--- config.mk ---
export PLATFORM = sky130hd
export DESIGN_NAME = sd_wb_dma
export DESIGN_NICKNAME = d
export VERILOG_FILES = /design/src/rtl/sd_wb_dma.sv
export SDC_FILE = /design/constraint.sdc
export NUM_CORES = 1
export LEC_CHECK = 0
export BUFFER_PORTS_ARGS = -buffer_cell sky130_fd_sc_hd__buf_4
export CELL_PAD_IN_SITES_DETAIL_PLACEMENT = 0
export CELL_PAD_IN_SITES_GLOBAL_PLACEMENT = 2
export CORE_ASPECT_RATIO = 0.75
export CORE_UTILIZATION = 23
export CTS_BUF_LIST = sky130_fd_sc_hd__clkbuf_4
export DETAILED_ROUTE_END_ITERATION = 12
export GPL_TIMING_DRIVEN = 0
export PLACE_DENSITY_LB_ADDON = 0.15
export SYNTH_ARGS = -nofsm -noshare
export SYNTH_HDL_FRONTEND = slang
export SYNTH_SLANG_ARGS = --single-unit
export TNS_END_PERCENT = 100
--- constraint.sdc ---
create_clock -name clk_50 -period 1.9 [get_ports clk_50]
set_input_delay 0.19 -clock clk_50 [delete_from_list [all_inputs] [get_ports clk_50]]
set_output_delay 0.19 -clock clk_50 [all_outputs]
set_load 0.01 [all_outputs]
--- src/rtl/sd_wb_dma.sv ---
// sd_wb_dma: Wishbone B3 classic master for the SD sector manager's external
// block handshakes. A read request fetches one 128-word sector from system
// memory into the read-buffer BRAM. A write request streams one sector from
// the write-buffer BRAM out to system memory. Bus errors and per-beat timeouts
// are flagged but never retried, so a sector always completes its 128 beats.
module sd_wb_dma #(
  parameter logic [31:0] BASE_ADDR  = 32'h0000_0000,
  parameter int          WB_TIMEOUT = 1023
) (
  input  logic        clk_50,
  input  logic        reset_n,
  input  logic        ext_read_act,
  output logic        ext_read_go,
  input  logic [31:0] ext_read_addr,
  input  logic        ext_read_stop,
  input  logic        ext_write_act,
  output logic        ext_write_done,
  input  logic [31:0] ext_write_addr,
  output logic [6:0]  bram_rd_ext_addr,
  output logic        bram_rd_ext_wren,
  output logic [31:0] bram_rd_ext_data,
  output logic [6:0]  bram_wr_ext_addr,
  input  logic [31:0] bram_wr_ext_q,
  output logic [31:0] wb_adr_o,
  output logic [31:0] wb_dat_o,
  input  logic [31:0] wb_dat_i,
  output logic [3:0]  wb_sel_o,
  output logic        wb_we_o,
  output logic        wb_cyc_o,
  output logic        wb_stb_o,
  input  logic        wb_ack_i,
  input  logic        wb_err_i,
  output logic        err_flag
);

  localparam logic [2:0] S_IDLE     = 3'd0;
  localparam logic [2:0] S_RD_BEAT  = 3'd1;
  localparam logic [2:0] S_RD_GO    = 3'd2;
  localparam logic [2:0] S_RD_WAIT  = 3'd3;
  localparam logic [2:0] S_WR_FETCH = 3'd4;
  localparam logic [2:0] S_WR_BEAT  = 3'd5;
  localparam logic [2:0] S_WR_DONE  = 3'd6;

  // A beat is abandoned on the cycle its strobe has been high WB_TIMEOUT cycles.
  localparam logic [9:0] TMO_LAST = 10'(WB_TIMEOUT - 1);

  logic [2:0]  r_state;
  logic [6:0]  r_word;
  logic [22:0] r_sector;
  logic [9:0]  r_tmo;
  logic        r_cyc;
  logic        r_stb;
  logic        r_we;
  logic [31:0] r_dat_o;
  logic        r_rd_wren;
  logic [6:0]  r_rd_addr;
  logic [31:0] r_rd_data;
  logic        r_go;
  logic        r_done;
  logic        r_err;

  logic        w_tmo_hit;
  logic        w_beat_end;
  logic        w_beat_bad;
  logic [31:0] w_adr;
  logic        w_unused_addr_bits;

  // Sector numbers above bit 22 would address past 4 GiB and are dropped.
  assign w_unused_addr_bits = ^{ext_read_addr[31:23], ext_write_addr[31:23]};

  assign w_tmo_hit  = (r_tmo == TMO_LAST);
  assign w_beat_end = r_stb & (wb_ack_i | wb_err_i | w_tmo_hit);
  // An ack arriving on the last allowed cycle still counts as a good beat.
  assign w_beat_bad = wb_err_i | (~wb_ack_i & w_tmo_hit);
  // Sector and word offsets are added to the base with natural 32-bit wrap.
  assign w_adr      = BASE_ADDR + {r_sector, 9'd0} + {23'd0, r_word, 2'b00};

  assign wb_adr_o         = r_cyc ? w_adr : 32'd0;
  assign wb_dat_o         = r_dat_o;
  assign wb_sel_o         = 4'hF;
  assign wb_we_o          = r_we;
  assign wb_cyc_o         = r_cyc;
  assign wb_stb_o         = r_stb;
  assign ext_read_go      = r_go;
  assign ext_write_done   = r_done;
  assign bram_rd_ext_addr = r_rd_addr;
  assign bram_rd_ext_wren = r_rd_wren;
  assign bram_rd_ext_data = r_rd_data;
  assign bram_wr_ext_addr = r_word;
  assign err_flag         = r_err;

  // Per-beat timeout counter: runs while strobe waits, saturates, clears per beat.
  always_ff @(posedge clk_50) begin
    // NOTE: all state updates use non-blocking assignment so every register
    // samples the pre-edge values, independent of statement order.
    if (!reset_n) begin
      r_tmo <= 10'd0;
    end else if (!r_stb || w_beat_end) begin
      r_tmo <= 10'd0;
    end else if (r_tmo != 10'h3FF) begin
      r_tmo <= r_tmo + 10'd1;
    end
  end

  // Transfer sequencer: request arbitration, bus beats, BRAM moves, handshakes.
  always_ff @(posedge clk_50) begin
    if (!reset_n) begin
      r_state   <= S_IDLE;
      r_word    <= 7'd0;
      r_sector  <= 23'd0;
      r_cyc     <= 1'b0;
      r_stb     <= 1'b0;
      r_we      <= 1'b0;
      r_dat_o   <= 32'd0;
      r_rd_wren <= 1'b0;
      r_rd_addr <= 7'd0;
      r_rd_data <= 32'd0;
      r_go      <= 1'b0;
      r_done    <= 1'b0;
      r_err     <= 1'b0;
    end else begin
      // NOTE: the BRAM write strobe defaults low here so it is a one-cycle
      // pulse unless a beat completes on this edge.
      r_rd_wren <= 1'b0;
      case (r_state)
        S_IDLE: begin
          if (ext_read_act) begin
            r_state  <= S_RD_BEAT;
            r_sector <= ext_read_addr[22:0];
            r_word   <= 7'd0;
            r_err    <= 1'b0;
            r_cyc    <= 1'b1;
            r_stb    <= 1'b1;
            r_we     <= 1'b0;
          end else if (ext_write_act) begin
            r_state  <= S_WR_FETCH;
            r_sector <= ext_write_addr[22:0];
            r_word   <= 7'd0;
            r_err    <= 1'b0;
          end
        end
        S_RD_BEAT: begin
          if (!r_stb) begin
            r_stb <= 1'b1;
          end else if (w_beat_end) begin
            r_rd_wren <= 1'b1;
            r_rd_addr <= r_word;
            r_rd_data <= w_beat_bad ? 32'd0 : wb_dat_i;
            r_stb     <= 1'b0;
            r_word    <= r_word + 7'd1;
            if (w_beat_bad) r_err <= 1'b1;
            if (r_word == 7'd127) begin
              r_cyc   <= 1'b0;
              r_state <= S_RD_GO;
            end
          end
        end
        S_RD_GO: begin
          // go rises one cycle after the last BRAM write has landed.
          if (r_go && ext_read_stop) begin
            r_go    <= 1'b0;
            r_state <= S_RD_WAIT;
          end else begin
            r_go <= 1'b1;
          end
        end
        S_RD_WAIT: begin
          if (!ext_read_stop && !ext_read_act) r_state <= S_IDLE;
        end
        S_WR_FETCH: begin
          // The word address has been on the BRAM since the previous edge.
          r_state <= S_WR_BEAT;
        end
        S_WR_BEAT: begin
          if (!r_stb) begin
            r_dat_o <= bram_wr_ext_q;
            r_cyc   <= 1'b1;
            r_stb   <= 1'b1;
            r_we    <= 1'b1;
          end else if (w_beat_end) begin
            r_stb  <= 1'b0;
            r_word <= r_word + 7'd1;
            if (w_beat_bad) r_err <= 1'b1;
            if (r_word == 7'd127) begin
              r_cyc   <= 1'b0;
              r_we    <= 1'b0;
              r_done  <= 1'b1;
              r_state <= S_WR_DONE;
            end else begin
              r_state <= S_WR_FETCH;
            end
          end
        end
        S_WR_DONE: begin
          if (!ext_write_act) begin
            r_done  <= 1'b0;
            r_state <= S_IDLE;
          end
        end
        default: r_state <= S_IDLE;
      endcase
    end
  end

endmodule

# == Word-level counts from Yosys, hierarchy flattened ==
# Cells that the tools add are included.
# word_totals
register_bits,121
latchBits,0
mem_bits_rw,0
romBits,0
output_inout_bits,121
word_cells,123
mem_count,0
# op_classes
n_addsub,3
multipliers,0
div_mod_pow,0
n_lt_le_gt_ge,0
eq_ne,25
shift,0
muxes,48
bitwise_logic,8
reduce_logical,25
# op_table
op,count
$mux W32,2
$mux W23,2
$add A32 B9 Y32,1
$mux W3,10
$mux W7,4
$mux W1,22
$pmux W3 S7,1
$ne A2 B2 Y1 const B,10
$pmux W7 S2,1
$add A10 B1 Y10 const B,1
$eq A10 B10 Y1 const B,1
$ne A10 B10 Y1 const B,1
$reduce_and A5 Y1,2
$eq A3 B3 Y1 const B,3
$ne A3 B3 Y1 const B,3
$reduce_and A3 Y1,3
$reduce_and A9 Y1,1
$pmux W1 S2,4
$reduce_and A4 Y1,2
$reduce_bool A2 Y1,4
$add A7 B1 Y7 const B,1
$eq A7 B7 Y1 const B,1
$eq A3 B2 Y1 const B,2
$ne A2 B1 Y1 const B,3
other kinds (13),24

# == Depth between registers and ports, before layout ==
# depth
word_depth,7
ltp_mapped,9
depth_no_buf,7

# == Least setup slack after synthesis ==
# OpenSTA, ideal clock, no wires.
# synth_path
kind,register to register
from,"reg r_stb, in the netlist wb_stb_o"
to,"reg r_rd_data[0], in the netlist bram_rd_ext_data[0]"
setup_ps,117
arrival_time_ps,1787
t_required_ps,1783
slack_ps,-4
stages_incl_launch_ff,9
path_buffers,3
synth_period_minus_slack_ps,1904
cell_sequence,dfxtp_1 > buf_2 > nand3b_1 > nor2_2 > nand2_1 > and2_1 > clkbuf_1 > buf_2 > a22o_1
# synth_between
elab_chain_cells,2
# synth_lines
element,line,text
from (decl),52,logic r_stb;
from (signal assigned),112,r_stb <= 1'b0;
from (signal assigned),133,r_stb <= 1'b1;
from (signal assigned),144,r_stb <= 1'b1;
$and A1 B1 Y1,72,assign w_beat_end = r_stb & (wb_ack_i | wb_err_i | w_tmo_hit);
$reduce_and A3 Y1 (no line) *,-,
to (signal assigned),148,r_rd_data <= w_beat_bad ? 32'd0 : wb_dat_i;
to (decl),57,logic [31:0] r_rd_data;
# Every way passes the cells marked *; elsewhere a longest branch is shown, timed or not.
# A chain may end at the register's enable or synchronous reset.

# == Final worst setup path ==
# layout_path
from,reg r_tmo[1]
to,reg r_state[0]
# layout_between
elab_chain_cells,5
elab_cells_between_ends,6
# layout_lines
element,line,text
from (decl),50,logic [9:0] r_tmo;
from (signal assigned),101,r_tmo <= r_tmo + 10'd1;
$eq A10 B10 Y1 *,71,assign w_tmo_hit = (r_tmo == TMO_LAST);
$or A1 B1 Y1 *,72,
$and A1 B1 Y1 *,72,
$ne A2 B2 Y1 (no line),-,
$reduce_and A9 Y1 (no line) *,-,
to (signal assigned),108,r_state <= S_IDLE;
to (signal assigned),128,r_state <= S_RD_BEAT;
to (signal assigned),136,r_state <= S_WR_FETCH;
to (decl),47,logic [2:0] r_state;
# Marked as above.

==> results.md <==
- CTS Sinks: about 120
- Clk root buf: clkbuf_4
- Max stage delay cell, worst path: or4_1
- Initial core utilization: 0.238
- Via count: 5281
- Worst hold margin: roughly 54 ps
- CP endpoint kind: flop
- Post-Syn Area: 5100 um2
- Synth Register Bits: 121
- Grt met2 use: 0.246
- Final hold violation count: 0
- Fill cells: 2149
- Pwr/cell area: roughly 800 nW/um2
- Grt total ovfl: 0
- Outcome: finished with violations
- Netlist cell types: 47
- Die height: 131 um
- Pins Over Slew Limit: 0
- FFs w/ async S/R, synth: 0
- First-pass GRT wire length: approximately 27000 um
- Vias in the first global route: 5260
- Core Footprint: 21500 um2
- Leak: between 4 and 5 nW
- CTS tree: done
- Crit-path leading delay family: simple AND/OR/NAND/NOR gates
- Final worst slack: -23.6 ps
- Leading area contributor after synthesis: dfxtp_1
- # IOs: 256
- TritonRoute pass-1 iters: 4
- Hold path start: ext_read_addr[12]
- Kind of critical path: flop to flop
- Maxcap violations: 0
- Final period util: 1.01
- Longest Clk Path Bufs: 2
- Routed len/inst: 14.0 um
- Layout Skew: 25.3 ps
- Input/output buffers: roughly 230
- Crit. Startpoint: r_tmo[1]$_SDFFE_PP0P_
- H-tree Lvls: 4
- Die W: 174 um
- Critical Path Start Type: flop
- Via/cell ratio: approximately 4.3
- Routed wire length: ~17000 um
- Post-layout nets: between 1000 and 1500
- Max-slew headroom: 0.584
- Worst-path clk slew: about 100 ps
- Placement-stage cell area: 7220 um2
- Layer carrying the most global-route usage: met2
- Routability-driven placement congestion ratio: ~0.77
- Endpoints failing setup: 1
- Post-route DRC: 0
- Worst hold path type: primary input to flop
- Fmax: approximately 520 MHz
- WP data required: around 2300 ps
- Syn avg cell area: 9.10 um2
- CP max stage delay: 510 ps
- Slew @ Worst Pin: 619 ps
- Maximum vdd drop: 0.259 mV
- Worst skew pair latency: 520 ps
- GRT met3 Usage: 0.0359
- First DRT Iteration DRCs: 276
- Share of cells above drive strength 1: 0.351
- RSZ-0062 raised after global routing: yes
- Layout area overhead: 72.4%
- Die footprint: 22800 um2
- Final instance area: approximately 9000 um2
- Final worst path period need: 1920 ps
- Sequential share of the synthesized area: 0.475
- Antenna violations before repair: 0
- Critical Path AT: approximately 2300 ps
- CTS buffer count: 17
- Yosys top cell area share: 0.475
- Post-synth EDFFs: 0
- R2r startpoint: r_tmo[1]$_SDFFE_PP0P_
- Ys Warns: 0
- Antenna cells: 0
- Buf+Inv Stages, Crit Path: 1
- Num rows: 46
- Crit path max fanout: 5
- CP cell instances: ha_4 -> nand3_4 -> o31ai_4 -> buf_6 -> a311oi_2 -> or4_1 -> and3_1
- Synth Instances: 561
- Synth area leaders: dfxtp_1 47%, nand2_1 8.0%, a22o_1 5.5%, a21boi_1 5.4%, mux2i_1 4.7%
- Hpwl dp: approximately 13000 um
- Largest net degree at the start of global routing: 17
- Top FF cell, synth: dfxtp_1
- Failing checks: setup timing
- Met1 Use GR: 0.196
- Total track usage: 0.150
- Routed Antenna Nets: 0
-- cell families after synthesis --
family	after synthesis	synth area share
compound gates	133	0.210
xor+xnor	9	0.0154
fa+ha+maj	3	0.00736
buf+inv	52	0.0439
flops	121	0.475
mux	24	0.0471
other cells	2	0.00147
simple gates	217	0.200
-- worst reg2reg max path, stage by stage (launching register included) --
cell	delay (ps)
dfxtp_4	380
ha_4	140
nand3_4	90
o31ai_4	230
buf_6	150
a311oi_2	120
or4_1	510
and3_1	190
-- per-stage QoR --
stage | setup WS, ps | util | cells | TNS [ps] | power (mW)
6_report | -23.6 | 0.410 | 1229 | -23.6 | 7.22
5_1_grt | -108 | 0.410 | 1229 | -183 | 7.73
4_1_cts | -23.9 | 0.408 | 1231 | -23.9 | 7.29
3_5_place_dp | -565 | 0.336 | 1084 | -26430 | 5.09
3_3_place_gp | -465 | 0.336 | 1084 | -25200 | 5.08
2_1_floorplan | 8.57 | - | 565 | 0 | 4.23
-- synthesized netlist by cell type (7+ instances only) --
master,count
a21boi_1,37
a21oi_1,9
a22o_1,32
and2_1,32
clkbuf_1,32
dfxtp_1,121
mux2i_1,24
nand2_1,109
nand3_1,15
nor2_1,20
nor3_1,9
o211a_1,24
xor2_1,7
-- where the power goes --
| group | internal, mW | total, mW | switching (mW) | leakage (nW) |
|---|---|---|---|---|
| Sequential | 2.83 | 3.00 | 0.168 | 0.988 |
| Combinational | 1.17 | 2.35 | 1.18 | 2.92 |
| Clock | 0.907 | 1.87 | 0.961 | 0.147 |
| Total | 4.91 | 7.22 | 2.30 | 4.05 |
-- worst paths after layout --
path                                       to  slack (ps)  depth (start not counted)
min reg2reg  bram_rd_ext_addr[6]$_SDFFE_PN0P_         460                          2
max reg2reg           r_state[0]$_SDFFE_PN0P_         -20                          7
min                 r_sector[12]$_SDFFE_PN0P_          50                          4
max                   r_state[0]$_SDFFE_PN0P_         -20                          7
-- registers in the layout, indices dropped and copies added (netlist names) --
| name | count |
|---|---|
| bram_rd_ext_wren | 1 |
| wb_cyc_o | 1 |
| wb_we_o | 1 |
| bram_rd_ext_addr | 7 |
| err_flag | 1 |
| ext_write_done | 1 |
| bram_wr_ext_addr | 7 |
| r_sector | 23 |
| r_tmo | 10 |
| ext_read_go | 1 |
| r_state | 3 |
| bram_rd_ext_data | 32 |
| wb_dat_o | 32 |
| wb_stb_o | 1 |
-- final cells by class --
cell class                 instances  area (um2)  share of cell area
sequential                       121        2440               0.277
clock buffer                      19         143              0.0162
buffer                            43         250              0.0284
clock inverter                    11         131              0.0149
multi-input combinational        392        2560               0.291
inverter                           6        22.5             0.00256
tap                              288         360              0.0410
timing repair buffer             349        2890               0.329
-- routing by layer --
metal / vias up / share of wire
li1: 2690 / -
met3: 13 / 0.049
met1: 2448 / 0.48
met2: 130 / 0.46
met5: - / 0
met4: 0 / 0.010
-- layout by cell type (no fill, tap or decap), types with 24 or more instances in the layout --
| cell | instances |
|---|---|
| buf_4 | 248 |
| nand2_1 | 107 |
| mux2i_1 | 24 |
| a22o_1 | 32 |
| and2_1 | 32 |
| a21boi_1 | 37 |
| o211a_1 | 24 |
| dfxtp_1 | 109 |
| clkbuf_4 | 25 |
| dlygate4sd3_1 | 108 |
-- repair_timing --
action,4_1_cts,5_1_grt
resized for setup,42,32
pin swaps,9,2
hold buffers,108,0
hold endpoints to repair,88,0
setup buffers,10,0
setup endpoints to repair,108,104
Power figures use the tool's default switching activity.
